$ cat config.mk
export PLATFORM = sky130hd
export DESIGN_NAME = sdram_arb
export DESIGN_NICKNAME = d
export VERILOG_FILES = /design/src/rtl/sdram_arb_pkg.sv /design/src/rtl/sdram_arb_rr_arb2.sv /design/src/rtl/sdram_arb.sv
export SDC_FILE = /design/constraint.sdc
export NUM_CORES = 1
export LEC_CHECK = 0
export BUFFER_PORTS_ARGS = -buffer_cell sky130_fd_sc_hd__buf_2
export CELL_PAD_IN_SITES_DETAIL_PLACEMENT = 1
export CELL_PAD_IN_SITES_GLOBAL_PLACEMENT = 2
export CORE_MARGIN = 3
export CORE_UTILIZATION = 23
export CTS_BUF_LIST = sky130_fd_sc_hd__clkbuf_2 sky130_fd_sc_hd__clkbuf_4 sky130_fd_sc_hd__clkbuf_8
export DETAILED_ROUTE_END_ITERATION = 10
export HOLD_SLACK_MARGIN = 0.08
export PLACE_DENSITY = 0.83
export SYNTH_ARGS = -nofsm -noshare
export SYNTH_HDL_FRONTEND = slang
export SYNTH_SLANG_ARGS = --single-unit
$ cat constraint.sdc
create_clock -name clk_sys -period 1.6 [get_ports clk_sys]
set_input_delay 0 -clock clk_sys [delete_from_list [all_inputs] [get_ports clk_sys]]
set_output_delay 0 -clock clk_sys [all_outputs]
set_load 0.02 [all_outputs]
$ cat src/rtl/sdram_arb_pkg.sv
// Shared types and default sizes for the two-port SDRAM arbiter.
package sdram_arb_pkg;

  typedef enum logic [1:0] {
    S_IDLE  = 2'd0,
    S_ISSUE = 2'd1,
    S_GAP   = 2'd2,
    S_WAIT  = 2'd3
  } state_e;

  localparam int ADDR_W_DEF = 27;
  localparam int DATA_W_DEF = 16;
  localparam int TMO_DEF    = 1023;

endpackage

$ cat src/rtl/sdram_arb_rr_arb2.sv
// Two-way round-robin grant: on contention the port not granted last wins.
module rr_arb2 (
  input  logic [1:0] req_i,
  input  logic       last_i,
  output logic [1:0] gnt_o
);

  // One-hot grant from the current requests and last-grant pointer
  always_comb begin
    gnt_o = 2'b00;
    case (req_i)
      2'b01:   gnt_o = 2'b01;
      2'b10:   gnt_o = 2'b10;
      2'b11:   gnt_o = last_i ? 2'b01 : 2'b10;
      default: gnt_o = 2'b00;
    endcase
  end

endmodule

$ cat src/rtl/sdram_arb.sv
// Two-port round-robin front end for a single-command SDRAM controller,
// with a watchdog on the controller's completion handshake.
module sdram_arb
  import sdram_arb_pkg::*;
#(
  parameter int ADDR_W = ADDR_W_DEF,
  parameter int DATA_W = DATA_W_DEF,
  parameter int TMO    = TMO_DEF
) (
  input  logic              clk_sys,
  input  logic              reset_n,
  input  logic [1:0]        req,
  input  logic [1:0]        we,
  input  logic [ADDR_W-1:0] addr0,
  input  logic [ADDR_W-1:0] addr1,
  input  logic [DATA_W-1:0] din0,
  input  logic [DATA_W-1:0] din1,
  output logic [1:0]        ack,
  output logic [DATA_W-1:0] dout,
  output logic [1:0]        dvalid,
  output logic [ADDR_W-1:0] mem_addr,
  output logic [DATA_W-1:0] mem_din,
  output logic              mem_we,
  output logic              mem_rd,
  input  logic              mem_ready,
  input  logic [DATA_W-1:0] mem_dout,
  output logic              err
);

  localparam int WD_W = (TMO < 2) ? 1 : $clog2(TMO + 1);

  state_e            state_q, state_d;
  logic              g_q, g_d;          // granted port of the current transaction
  logic              we_q, we_d;
  logic [ADDR_W-1:0] addr_q, addr_d;
  logic [DATA_W-1:0] din_q, din_d;
  logic              last_q, last_d;    // 1 = port 1 was granted last
  logic [WD_W-1:0]   wd_q, wd_d;
  logic [DATA_W-1:0] dout_q, dout_d;
  logic [1:0]        dvalid_q, dvalid_d;
  logic              err_q, err_d;
  logic [1:0]        gnt;
  logic [1:0]        g_onehot;

  rr_arb2 u_arb (
    .req_i  (req),
    .last_i (last_q),
    .gnt_o  (gnt)
  );

  assign g_onehot = g_q ? 2'b10 : 2'b01;
  assign mem_addr = addr_q;
  assign mem_din  = din_q;
  assign dout     = dout_q;
  assign dvalid   = dvalid_q;
  assign err      = err_q;

  // Next-state, latching and strobe decode for the transaction sequencer
  always_comb begin
    state_d  = state_q;
    g_d      = g_q;
    we_d     = we_q;
    addr_d   = addr_q;
    din_d    = din_q;
    last_d   = last_q;
    wd_d     = wd_q;
    dout_d   = dout_q;
    dvalid_d = 2'b00;
    err_d    = err_q;
    ack      = 2'b00;
    mem_we   = 1'b0;
    mem_rd   = 1'b0;
    case (state_q)
      S_IDLE: begin
        if (mem_ready && (req != 2'b00)) begin
          g_d     = gnt[1];
          we_d    = gnt[0] ? we[0] : we[1];
          addr_d  = gnt[0] ? addr0 : addr1;
          din_d   = gnt[0] ? din0 : din1;
          state_d = S_ISSUE;
        end
      end
      S_ISSUE: begin
        mem_we  = we_q;
        mem_rd  = ~we_q;
        ack     = g_onehot;
        last_d  = g_q;
        state_d = S_GAP;
      end
      S_GAP: begin
        // Controller may still report ready from before the strobe
        wd_d    = '0;
        state_d = S_WAIT;
      end
      S_WAIT: begin
        if (mem_ready) begin
          state_d = S_IDLE;
          if (!we_q) begin
            dout_d   = mem_dout;
            dvalid_d = g_onehot;
          end
        end else if (wd_q == WD_W'(TMO - 1)) begin
          err_d   = 1'b1;
          state_d = S_IDLE;
          if (!we_q) begin
            dout_d   = '0;
            dvalid_d = g_onehot;
          end
        end else begin
          wd_d = wd_q + WD_W'(1);
        end
      end
      default: state_d = S_IDLE;
    endcase
  end

  // State and datapath registers; reset abandons any transaction in flight
  always_ff @(posedge clk_sys) begin
    if (!reset_n) begin
      state_q  <= S_IDLE;
      g_q      <= 1'b0;
      we_q     <= 1'b0;
      addr_q   <= '0;
      din_q    <= '0;
      last_q   <= 1'b1;
      wd_q     <= '0;
      dout_q   <= '0;
      dvalid_q <= 2'b00;
      err_q    <= 1'b0;
    end else begin
      state_q  <= state_d;
      g_q      <= g_d;
      we_q     <= we_d;
      addr_q   <= addr_d;
      din_q    <= din_d;
      last_q   <= last_d;
      wd_q     <= wd_d;
      dout_q   <= dout_d;
      dvalid_q <= dvalid_d;
      err_q    <= err_d;
    end
  end

endmodule

==> results.sh, run 1 <==
export IMPL_synth_xor_area_frac=0
export IMPL_reg2reg_from="wd_q[7]"
export IMPL_crit_path_max_fanout=6
export IMPL_antenna_found_initial=1
export IMPL_ant_nets=0
export IMPL_cts_tree="yes"
export IMPL_worst_hold_path_type="in2reg"
export IMPL_synthCells=386
export IMPL_cap_violations=0
export IMPL_remaining_drc_errors=0
export IMPL_ys_seq_elements=77
export IMPL_worst_path_required_ns=1.89
export IMPL_cp_start_kind="flip-flop"
export IMPL_wl_per_cell_um=17.5
export IMPL_final_weighted_congestion_of_routability_driven_global_placement=0.766
export IMPL_hp_start="mem_ready"
export IMPL_cts_root_buf="sky130_fd_sc_hd__clkbuf_8"
export IMPL_core_area_mm2=0.0146
export IMPL_share_of_the_synthesized_area_in_compound_gates_ao_oa_aoi_oai=0.192
export IMPL_worst_clock_skew_ns=0.0103
export IMPL_total_power_per_unit_cell_area_mw_per_mm2=1140
export IMPL_worst_relative_slew_slack=0.467
export IMPL_detailroute_via_count=4120
export IMPL_num_fill_cells=1714
export IMPL_grt_max_degree=46
export IMPL_drv_slew=0
export IMPL_final_core_utilization=0.434
export IMPL_min_to="wd_q[9]"
export IMPL_numClockSinks=77
export IMPL_synth_enable_flop_cells=0
export IMPL_outcome="completed"
export IMPL_ctsHtreeMaxLevel=3
export IMPL_crit_path_cell_trace="and3_1, a31o_4, buf_4, a21boi_2, mux2i_1"
export IMPL_dominant_combinational_cell_family_by_area_after_synthesis="compound AO/OA/AOI/OAI gates"
export IMPL_chipWidth_um=129
export IMPL_synth_area_leader_cell="sky130_fd_sc_hd__dfxtp_1"
export IMPL_synth_simple_area_share=0.144
export IMPL_mostFrequentLayoutCell="sky130_fd_sc_hd__buf_2"
export IMPL_netlist_area_leader_share=0.443
export IMPL_ctsLongestPathBuffers=2
export IMPL_dominantRegCellSynth="sky130_fd_sc_hd__dfxtp_1"
export IMPL_detailed_place_hpwl_um=8810
export IMPL_finalHoldViolations=0
export IMPL_crit_path_end_kind="flip-flop"
export IMPL_grt_remaining_overflow=0
export IMPL_num_rows=44
export IMPL_worst_slew_pin_slew_ns=0.799
export IMPL_synth_avg_cell_area_um2=9.00
export IMPL_critical_path_buf_inv_count=1
export IMPL_power_total_mw=7.25
export IMPL_clk_insertion_delay_late_ns=0.37
export IMPL_dr_first_iter_drc_count=125
export IMPL_postRouteWirelength_um=15200
export IMPL_holdPathStages=5
export IMPL_rsz0062_at_grt="no"
export IMPL_synthTopCellsByArea="sky130_fd_sc_hd__dfxtp_1 44%, sky130_fd_sc_hd__mux2i_1 14%, sky130_fd_sc_hd__a211oi_1 9.7%"
export IMPL_final_cell_area_mm2=0.00635
export IMPL_worst_endpoint_arrival_ns=1.83
export IMPL_ys_async_sr_fraction=0
export IMPL_die_ar_mm2=0.0166
export IMPL_netlist_area_mm2=0.00348
export IMPL_timing_worst_setup_path_type="reg2reg"
export IMPL_synth_cell_type_count=43
export IMPL_synth_fp_nets=502
export IMPL_finalCritPeriodShare=0.963
export IMPL_final_min_clock_period_ns=1.54
export IMPL_drt_vias_per_instance=4.74
export IMPL_start_util=0.237
export IMPL_layout_stage_area_growth_over_the_synthesis_result_pct=82.7
export IMPL_wire_length_of_the_first_global_routing_pass_um=23600
export IMPL_power_leakage_nw=2.85
export IMPL_setup_viol=0
export IMPL_grt_use_total=0.182
export IMPL_worst_path_dominant_cell_family="flip-flops"
export IMPL_die_height_um=129
export IMPL_slowest_delay_ns=0.43
export IMPL_most_frequent_cells_in_the_layout="174 x sky130_fd_sc_hd__buf_2, 105 x sky130_fd_sc_hd__dlygate4sd3_1, 74 x sky130_fd_sc_hd__dfxtp_1, 51 x sky130_fd_sc_hd__nor2_1, 48 x sky130_fd_sc_hd__mux2i_1"
export IMPL_r2r_cells=5
export IMPL_yosysWarningCount=0
export IMPL_synth_yosys_seq_area_share=0.443
export IMPL_grt_pass1_vias=4608
export IMPL_cts_made_buffers=9
export IMPL_dpl_instance_area_mm2=0.00473
export IMPL_r2r_slack_ns=0.06
export IMPL_clk_pin_slew_worst_paths_ns=0.09
export IMPL_layout_drive_gt1_share=0.397
export IMPL_io_pins=175
export IMPL_firstDrtPassIters=4
export IMPL_synthAdderAreaFrac=0.0252
export IMPL_buffer_ports_inserted=174
export IMPL_vdd_drop_max_mv=0.607
export IMPL_num_nets_final=796
export IMPL_worstReg2RegEnd="state_q[0]"
export IMPL_worst_path_max_delay_cell="sky130_fd_sc_hd__dfxtp_1"
export IMPL_max_freq_mhz=649
export IMPL_muxShareOfSynthArea=0.138
cell families after synthesis:
kind of cell / Yosys count
multiplexers: 48
flip-flops: 77
adder cells (fa/ha/maj): 7
AND/OR/NAND/NOR: 112
buffers and inverters: 42
AO/OA/AOI/OAI: 100
worst min-delay path, delay by kind of cell:
family	cells	cell delay, ns
buf+inv	1	0.17
simple gates	2	0.18
compound gates	2	0.17
synth_stat cells (2+ instances only):
cell type / count
sky130_fd_sc_hd__buf_4: 4
sky130_fd_sc_hd__a21oi_1: 19
sky130_fd_sc_hd__nor3_1: 3
sky130_fd_sc_hd__nor2_2: 2
sky130_fd_sc_hd__dfxtp_1: 77
sky130_fd_sc_hd__mux2i_1: 48
sky130_fd_sc_hd__buf_6: 2
sky130_fd_sc_hd__a211oi_1: 45
sky130_fd_sc_hd__o21ai_0: 19
sky130_fd_sc_hd__nand4_1: 4
sky130_fd_sc_hd__nand2b_1: 4
sky130_fd_sc_hd__and2_1: 3
sky130_fd_sc_hd__clkbuf_1: 16
sky130_fd_sc_hd__nand2_1: 25
sky130_fd_sc_hd__inv_1: 11
sky130_fd_sc_hd__buf_2: 7
sky130_fd_sc_hd__nor2_1: 51
sky130_fd_sc_hd__ha_1: 7
sky130_fd_sc_hd__a31oi_1: 3
sky130_fd_sc_hd__and3_1: 3
sky130_fd_sc_hd__or3_1: 2
sky130_fd_sc_hd__nand3_1: 10
timing repair:
action / 4_1_cts / 5_1_grt
resized for setup: 18 / 33
setup endpoints to repair: 42 / 72
buffers inserted: 3 / 0
hold endpoints to repair: 67 / 0
pin swaps: 2 / 4
gates cloned: 2 / 1
hold buffers: 105 / 0
area by class of cell:
cell class | instances | area [um^2] | share of cell area
well taps | 184 | 230 | 0.0362
flip-flops and latches | 77 | 1550 | 0.244
repair buffers | 313 | 2340 | 0.369
inverters | 12 | 47.5 | 0.00749
multi-input cells | 267 | 1940 | 0.305
diodes | 1 | 2.50 | 0.000394
clock buffers | 13 | 179 | 0.0282
clock inverters | 3 | 65.1 | 0.0102
through the flow:
| stage | hold WS, ns | cells | TNS [ns] | worst slack (ns) |
|---|---|---|---|---|
| after floorplan | 0.136 | 386 | 0 | 0.0288 |
| after global placement | 0.248 | 742 | 0 | 0.0298 |
| after detailed placement | 0.253 | 742 | -0.310 | -0.0495 |
| after CTS | 0.171 | 868 | -0.0239 | -0.0239 |
| after global routing | 0.190 | 870 | 0 | 0.00170 |
| final | 0.196 | 870 | 0 | 0.0590 |
report_power, final:
group / internal (mW) / leakage (nW) / switching [mW]
logic: 1.35 / 2.09 / 1.65
clock network: 1.05 / 0.126 / 0.747
registers: 2.25 / 0.631 / 0.209
total: 4.65 / 2.85 / 2.61
sequential cells by signal, summed over array words and instances (netlist names):
signal    count
mem_addr     27
dout         16
mem_din      16
wd_q         10
dvalid        2
state_q       2
err           1
g_q           1
last_q        1
we_q          1
how the worst max path moves through the flow:
stage	startpoint	endpoint	slack [ns]	cells after the start
after floorplan	wd_q[0]	wd_q[7]	0.03	6
final	wd_q[7]	state_q[0]	0.06	5
after CTS	state_q[1]	wd_q[5]	-0.02	6
after global placement	wd_q[0]	wd_q[7]	0.03	6
after detailed placement	state_q[0]	mem_addr[18]	-0.05	8
after global routing	wd_q[0]	wd_q[7]	0.002	6
metal layers:
layer  part of all wire  GRT usage
met3              0.059     0.0556
met1               0.38      0.192
met5                  0          0
met4              0.027     0.0686
met2               0.53      0.337
Note: power is estimated with default switching activity, not from simulation.
==> inputs of run 2 (changes only) <==
Clock period 1.6 ns to 1.2 ns, I/O delays scaled along.
==> run 2 against run 1 <==
Net effect: the run now ends with setup timing left; critical path depth increased by 1; non-clock buffer count increased by 25; power increased by 36%; via count increased by 3.0%; final cell count increased by 3.1%; utilization increased by 2.7 points; setup slack got worse by 0.43 ns; highest routed layer unchanged.
==> results.sh, run 2 (synthesis gave the netlist of run 1 again) <==
export IMPL_dr_wl_met3_um=759
export IMPL_power_share_sequential=0.332
export IMPL_stdcell_count=897
export IMPL_worst_hold_path_type="in2reg"
export IMPL_numClockSinks=77
export IMPL_postRouteWirelength_um=16100
export IMPL_dr_first_iter_drc_count=131
export IMPL_place_worst_setup_slack_ns=-0.338
export IMPL_holdWs_ns=0.171
export IMPL_wl_per_cell_um=18.0
export IMPL_wl_met1_um=6150
export IMPL_chipWidth_um=129
export IMPL_cp_start_kind="flip-flop"
export IMPL_grt_remaining_overflow=0
export IMPL_antenna_found_initial=2
export IMPL_finalCritPeriodShare=1.31
export IMPL_cts_tree="yes"
export IMPL_layout_drive_gt1_share=0.450
export IMPL_cts_made_buffers=9
export IMPL_detailed_place_hpwl_um=9340
export IMPL_outcome="finished, violations left"
export IMPL_io_pins=175
export IMPL_num_rows=44
export IMPL_final_weighted_congestion_of_routability_driven_global_placement=0.793
export IMPL_drt_vias_per_instance=4.73
export IMPL_number_of_flip_flops_under_the_largest_register_name=27
export IMPL_final_cell_area_mm2=0.00674
export IMPL_failing_checks="setup timing"
export IMPL_worst_relative_slew_slack=0.687
export IMPL_slowest_delay_ns=0.38
export IMPL_p_sw_mw=3.69
export IMPL_worst_path_max_delay_cell="sky130_fd_sc_hd__dfxtp_4"
export IMPL_total_power_per_unit_cell_area_mw_per_mm2=1470
export IMPL_fin_ws_ns=-0.369
export IMPL_clk_insertion_delay_late_ns=0.37
export IMPL_num_nets_final=822
export IMPL_ant_nets=0
export IMPL_wire_length_of_the_first_global_routing_pass_um=24700
export IMPL_share_clk_of_total_power=0.211
export IMPL_drv_slew=0
export IMPL_final_min_clock_period_ns=1.57
export IMPL_grt_pass1_vias=4779
export IMPL_worst_path_required_ns=1.43
export IMPL_r2r_slack_ns=-0.37
export IMPL_dr_wl_met2_um=8670
export IMPL_crit_path_max_fanout=7
export IMPL_clk_pin_slew_worst_paths_ns=0.09
export IMPL_buffer_ports_inserted=174
export IMPL_timing_worst_setup_path_type="reg2reg"
export IMPL_top_layer_used="met4"
export IMPL_remaining_drc_errors=0
export IMPL_core_area_mm2=0.0146
export IMPL_grt_max_degree=28
export IMPL_numPlacedInstances=761
export IMPL_max_freq_mhz=637
export IMPL_switching_share=0.374
export IMPL_power_leakage_nw=3.03
export IMPL_die_ar_mm2=0.0166
export IMPL_cts_root_buf="sky130_fd_sc_hd__clkbuf_8"
export IMPL_vdd_drop_max_mv=0.642
export IMPL_worst_slew_pin_slew_ns=0.466
export IMPL_finalHoldViolations=0
export IMPL_worst_clock_skew_ns=0.0172
export IMPL_power_combinational_fraction=0.457
export IMPL_setup_viol=81
export IMPL_holdPathStages=3
export IMPL_start_util=0.237
export IMPL_rsz0062_at_grt="yes"
export IMPL_r2r_cells=6
export IMPL_firstDrtPassIters=4
export IMPL_most_frequent_cells_in_the_layout="170 x sky130_fd_sc_hd__buf_2, 103 x sky130_fd_sc_hd__dlygate4sd3_1, 71 x sky130_fd_sc_hd__dfxtp_1, 48 x sky130_fd_sc_hd__mux2i_1, 47 x sky130_fd_sc_hd__nor2_1"
export IMPL_layout_stage_area_growth_over_the_synthesis_result_pct=94.0
export IMPL_die_height_um=129
export IMPL_power_report_internal_total_mw=6.19
export IMPL_grt_use_total=0.190
export IMPL_cap_violations=0
export IMPL_ctsLongestPathBuffers=2
export IMPL_dpl_instance_area_mm2=0.00500
export IMPL_detailroute_via_count=4243
export IMPL_crit_path_cell_trace="buf_6, ha_4, nor2b_4, nand2_2, o41ai_2, a311oi_2"
export IMPL_ctsHtreeMaxLevel=3
export IMPL_mostFrequentLayoutCell="sky130_fd_sc_hd__buf_2"
export IMPL_worst_endpoint_arrival_ns=1.80
export IMPL_crit_path_end_kind="flip-flop"
-- run 2: cell types whose count changed in the layout (fill, tap and decap cells not counted), sizes merged, moves of 2 or more --
cell         delta
clkbuf          -3
buf            +28
clkinv          +2
dlygate4sd3     -2
-- run 2: what timing repair did --
action | CTS | global route
hold endpoints to repair | 62 | 0
resized for setup | 43 | 35
gates cloned | 4 | 0
pin swaps | 11 | 12
setup buffers | 7 | 7
endpoints found under the setup margin | 81 | 81
hold buffers | 103 | 0
-- run 2: worst paths after layout --
path | from | to
setup / recovery | state_q[1] | wd_q[9]
hold / removal | we[0] | we_q
setup reg to reg | state_q[1] | wd_q[9]
hold reg to reg | dout[2] | dout[2]
-- run 2: power by group through the flow --
stage | registers [mW] | clock network [mW] | logic [mW]
2_1_floorplan | 3.76 | 0 | 1.68
3_3_place_gp | 3.31 | 0 | 3.25
3_5_place_dp | 3.33 | 0 | 3.38
4_1_cts | 3.27 | 2.16 | 4.29
5_1_grt | 3.34 | 2.27 | 4.90
6_report | 3.28 | 2.09 | 4.52
-- run 2: through the flow --
stage	util	TNS (ns)	power, mW
floorplan	-	-2.74	5.44
global placement	0.342	-10.17	6.55
detailed placement	0.342	-14.36	6.70
CTS	0.449	-18.30	9.73
global route	0.461	-23.46	10.5
finish	0.461	-16.21	9.88
-- run 2: critical path, delay by kind of cell (launching register included) --
kind            cells  cell delay, ns
simple gates        2            0.28
buf+inv             1            0.10
fa+ha+maj           1            0.18
compound gates      2            0.50
flops               1            0.38
-- run 2: cell type report --
cell class	instances	area (um^2)
Multi-Input combinational cell	268	2090
Antenna cell	2	5.00
Inverter	12	55.1
Timing Repair Buffer	338	2610
Sequential cell	77	1560
Clock buffer	11	145
Fill cell	1690	7900
Tap cell	184	230
Clock inverter	5	58.8
-- run 2: metal layers --
layer,global-route usage,vias up
li1,-,2037
met1,0.198,2036
met2,0.359,133
met3,0.0465,37
met4,0.0791,0
met5,0,-
==> inputs of run 3 (changes only) <==
Settings changed: ABC_AREA set to 1, CORE_MARGIN 3 to unset, CORE_UTILIZATION 23 to 22.
==> run 3 against run 2 <==
Net effect: worst hold slack better by 0.029 ns; utilization decreased by 3.1 points; largest power group unchanged; sequential power grew 5%; the run still ends with setup timing left; synthesized cell count rose by 48%; first-iteration DRC count shrank 6.9%; wire length up 8.2%; clock skew is 0.0037 ns lower.
==> results.sh, run 3 <==
export IMPL_outcome="finished, violations left"
export IMPL_failing_checks="setup timing"
export IMPL_power_share_sequential=0.297
export IMPL_worst_path_max_delay_cell="sky130_fd_sc_hd__dfxtp_2"
export IMPL_num_nets_final=1010
export IMPL_global_route_peak_usage_layer="met2"
export IMPL_rsz0062_at_grt="yes"
export IMPL_detailroute_via_count=5001
export IMPL_antenna_found_initial=2
export IMPL_power_leakage_nw=3.74
export IMPL_num_fill_cells=2122
export IMPL_clk_insertion_delay_late_ns=0.36
export IMPL_crit_path_max_fanout=9
export IMPL_final_core_utilization=0.430
export IMPL_cts_root_buf="sky130_fd_sc_hd__clkbuf_8"
export IMPL_ys_async_sr_fraction=0
export IMPL_synthTopCellsByArea="sky130_fd_sc_hd__dfxtp_1 39%, sky130_fd_sc_hd__nand2_1 17%, sky130_fd_sc_hd__inv_1 9.4%"
export IMPL_worst_endpoint_arrival_ns=1.69
export IMPL_worst_relative_slew_slack=0.809
export IMPL_power_report_internal_total_mw=6.91
export IMPL_netlist_area_leader_share=0.394
export IMPL_die_height_um=135
export IMPL_start_util=0.226
export IMPL_wl_per_cell_um=15.5
export IMPL_synth_yosys_seq_area_share=0.394
export IMPL_worst_hold_path_type="in2reg"
export IMPL_synth_area_leader_cell="sky130_fd_sc_hd__dfxtp_1"
export IMPL_fin_ws_ns=-0.191
export IMPL_clk_pin_slew_worst_paths_ns=0.08
export IMPL_worst_path_required_ns=1.50
export IMPL_worst_slew_pin_slew_ns=0.287
export IMPL_synthCells=572
export IMPL_crit_path_cell_trace="inv_2, ha_4, nand3_4, nor2_4, nand2_4, nand2_8, nand3_4, buf_12, nand2_2, inv_1, nor2_1"
export IMPL_finalCritPeriodShare=1.16
export IMPL_grt_util_met2=0.342
export IMPL_io_pins=175
export IMPL_worst_clock_skew_ns=0.0135
export IMPL_final_weighted_congestion_of_routability_driven_global_placement=0.779
export IMPL_mostFrequentLayoutCell="sky130_fd_sc_hd__buf_2"
export IMPL_dominant_combinational_cell_family_by_area_after_synthesis="simple AND/OR/NAND/NOR gates"
export IMPL_synth_avg_cell_area_um2=6.84
export IMPL_netlist_area_mm2=0.00391
export IMPL_ant_nets=0
export IMPL_share_of_the_synthesized_area_in_compound_gates_ao_oa_aoi_oai=0.103
export IMPL_drv_slew=0
export IMPL_setup_total_negative_slack_ns=-10.29
export IMPL_finalHoldViolations=0
export IMPL_die_ar_mm2=0.0183
export IMPL_layout_drive_gt1_share=0.413
export IMPL_dominantRegCellSynth="sky130_fd_sc_hd__dfxtp_1"
export IMPL_synth_enable_flop_cells=0
export IMPL_dr_first_iter_drc_count=122
export IMPL_crit_path_end_kind="flip-flop"
export IMPL_postRouteWirelength_um=17400
export IMPL_drt_vias_per_instance=4.44
export IMPL_grt_remaining_overflow=0
export IMPL_chipWidth_um=135
export IMPL_cts_tree="yes"
export IMPL_synth_fp_nets=688
export IMPL_synth_xor_area_frac=0
export IMPL_slowest_delay_ns=0.34
export IMPL_most_frequent_cells_in_the_layout="170 x sky130_fd_sc_hd__buf_2, 155 x sky130_fd_sc_hd__nand2_1, 105 x sky130_fd_sc_hd__dlygate4sd3_1, 84 x sky130_fd_sc_hd__inv_1, 73 x sky130_fd_sc_hd__dfxtp_1"
export IMPL_detailed_place_hpwl_um=9340
export IMPL_ctsLongestPathBuffers=2
export IMPL_grt_max_degree=45
export IMPL_layout_stage_area_growth_over_the_synthesis_result_pct=90.1
export IMPL_synth_cell_type_count=29
export IMPL_core_area_mm2=0.0173
export IMPL_cap_violations=0
export IMPL_timing_worst_setup_path_type="reg2reg"
export IMPL_holdWs_ns=0.199
export IMPL_synth_top_cells_by_count="173 x sky130_fd_sc_hd__nand2_1, 98 x sky130_fd_sc_hd__inv_1, 77 x sky130_fd_sc_hd__dfxtp_1"
export IMPL_number_of_flip_flops_under_the_largest_register_name=27
export IMPL_switching_share=0.402
export IMPL_synth_simple_area_share=0.339
export IMPL_muxShareOfSynthArea=0
export IMPL_synthAdderAreaFrac=0.0224
export IMPL_yosysWarningCount=0
export IMPL_ys_seq_elements=77
export IMPL_cp_start_kind="flip-flop"
export IMPL_yosys_cell_count_top_type="sky130_fd_sc_hd__nand2_1"
export IMPL_cpMostUsedCell="sky130_fd_sc_hd__nand3_4"
export IMPL_remaining_drc_errors=0
export IMPL_setup_viol=80
export IMPL_vdd_drop_max_mv=0.596
export IMPL_cts_made_buffers=9
export IMPL_num_rows=48
export IMPL_ctsHtreeMaxLevel=3
export IMPL_power_combinational_fraction=0.501
export IMPL_max_freq_mhz=719
export IMPL_firstDrtPassIters=5
export IMPL_met1_usage_grt=0.187
export IMPL_buffer_ports_inserted=174
export IMPL_share_clk_of_total_power=0.202
export IMPL_global_route_usage_met3=0.0393
export IMPL_grt_use_total=0.182
export IMPL_grt_pass1_vias=5574
export IMPL_p_sw_mw=4.64
export IMPL_final_min_clock_period_ns=1.39
export IMPL_numClockSinks=77
export IMPL_wire_length_of_the_first_global_routing_pass_um=26200
export IMPL_total_power_per_unit_cell_area_mw_per_mm2=1550
-- run 3: path summary, 6_finish.rpt --
path | start | end | slack, ns | cells past startpoint
worst max-delay path | wd_q[0] | dout[14] | -0.19 | 11
worst max register to register | wd_q[0] | dout[14] | -0.19 | 11
worst min register to register | mem_addr[7] | mem_addr[7] | 0.50 | 2
worst min-delay path | mem_ready | state_q[1] | 0.20 | 5
-- run 3: metrics by stage --
| stage | setup WS, ns | area (um^2) | power [mW] | cells |
|---|---|---|---|---|
| 3_3_place_gp | -0.206 | 5330 | 7.41 | 984 |
| 3_5_place_dp | -0.267 | 5330 | 7.45 | 984 |
| 2_1_floorplan | -0.148 | 3970 | 5.93 | 572 |
| 6_report | -0.191 | 7430 | 11.6 | 1126 |
| 5_1_grt | -0.280 | 7430 | 12.3 | 1126 |
| 4_1_cts | -0.228 | 7180 | 11.4 | 1121 |
-- run 3: kinds of logic after synthesis --
group | count (synthesis)
and+or+nand+nor | 295
adders and majority gates | 7
buffers and inverters | 136
DFF | 77
AOI/OAI and AO/OA | 57
-- run 3: critical path: cells and delay by family (launching register included) --
family / cells / cell delay (ns)
simple gates: 7 / 0.60
flops: 1 / 0.34
buf+inv: 3 / 0.27
fa+ha+maj: 1 / 0.13
-- run 3: repair_timing --
action / CTS / global route
cloned: 6 / 5
setup endpoints to repair: 80 / 80
endpoints found under the hold margin: 64 / 0
hold buffers: 105 / 0
pin swaps: 17 / 17
buffers inserted: 10 / 5
gates resized for setup: 83 / 70
-- run 3: cell type report --
type / count / area [um^2] / share of cell area
flip-flops and latches: 77 / 1550 / 0.208
clock inverters: 6 / 93.8 / 0.0126
diodes: 2 / 5.00 / 0.000673
multi-input cells: 359 / 2270 / 0.306
well taps: 225 / 282 / 0.0379
repair buffers: 342 / 2670 / 0.359
repair inverters: 1 / 16.3 / 0.00219
clock buffers: 10 / 138 / 0.0185
inverters: 104 / 410 / 0.0552
-- run 3: routing by layer --
metal | wire length (um) | up-vias
met5 | 0 | -
met1 | 6780 | 2345
met2 | 9200 | 158
met4 | 605 | 0
met3 | 840 | 48
li1 | - | 2450
-- run 3: power groups by stage --
| stage | combinational [mW] | sequential (mW) | clock (mW) |
|---|---|---|---|
| finish | 5.79 | 3.43 | 2.33 |
| global route | 6.26 | 3.49 | 2.52 |
| CTS | 5.52 | 3.41 | 2.45 |
| detailed placement | 4.01 | 3.44 | 0 |
| global placement | 3.96 | 3.44 | 0 |
| floorplan | 1.97 | 3.97 | 0 |
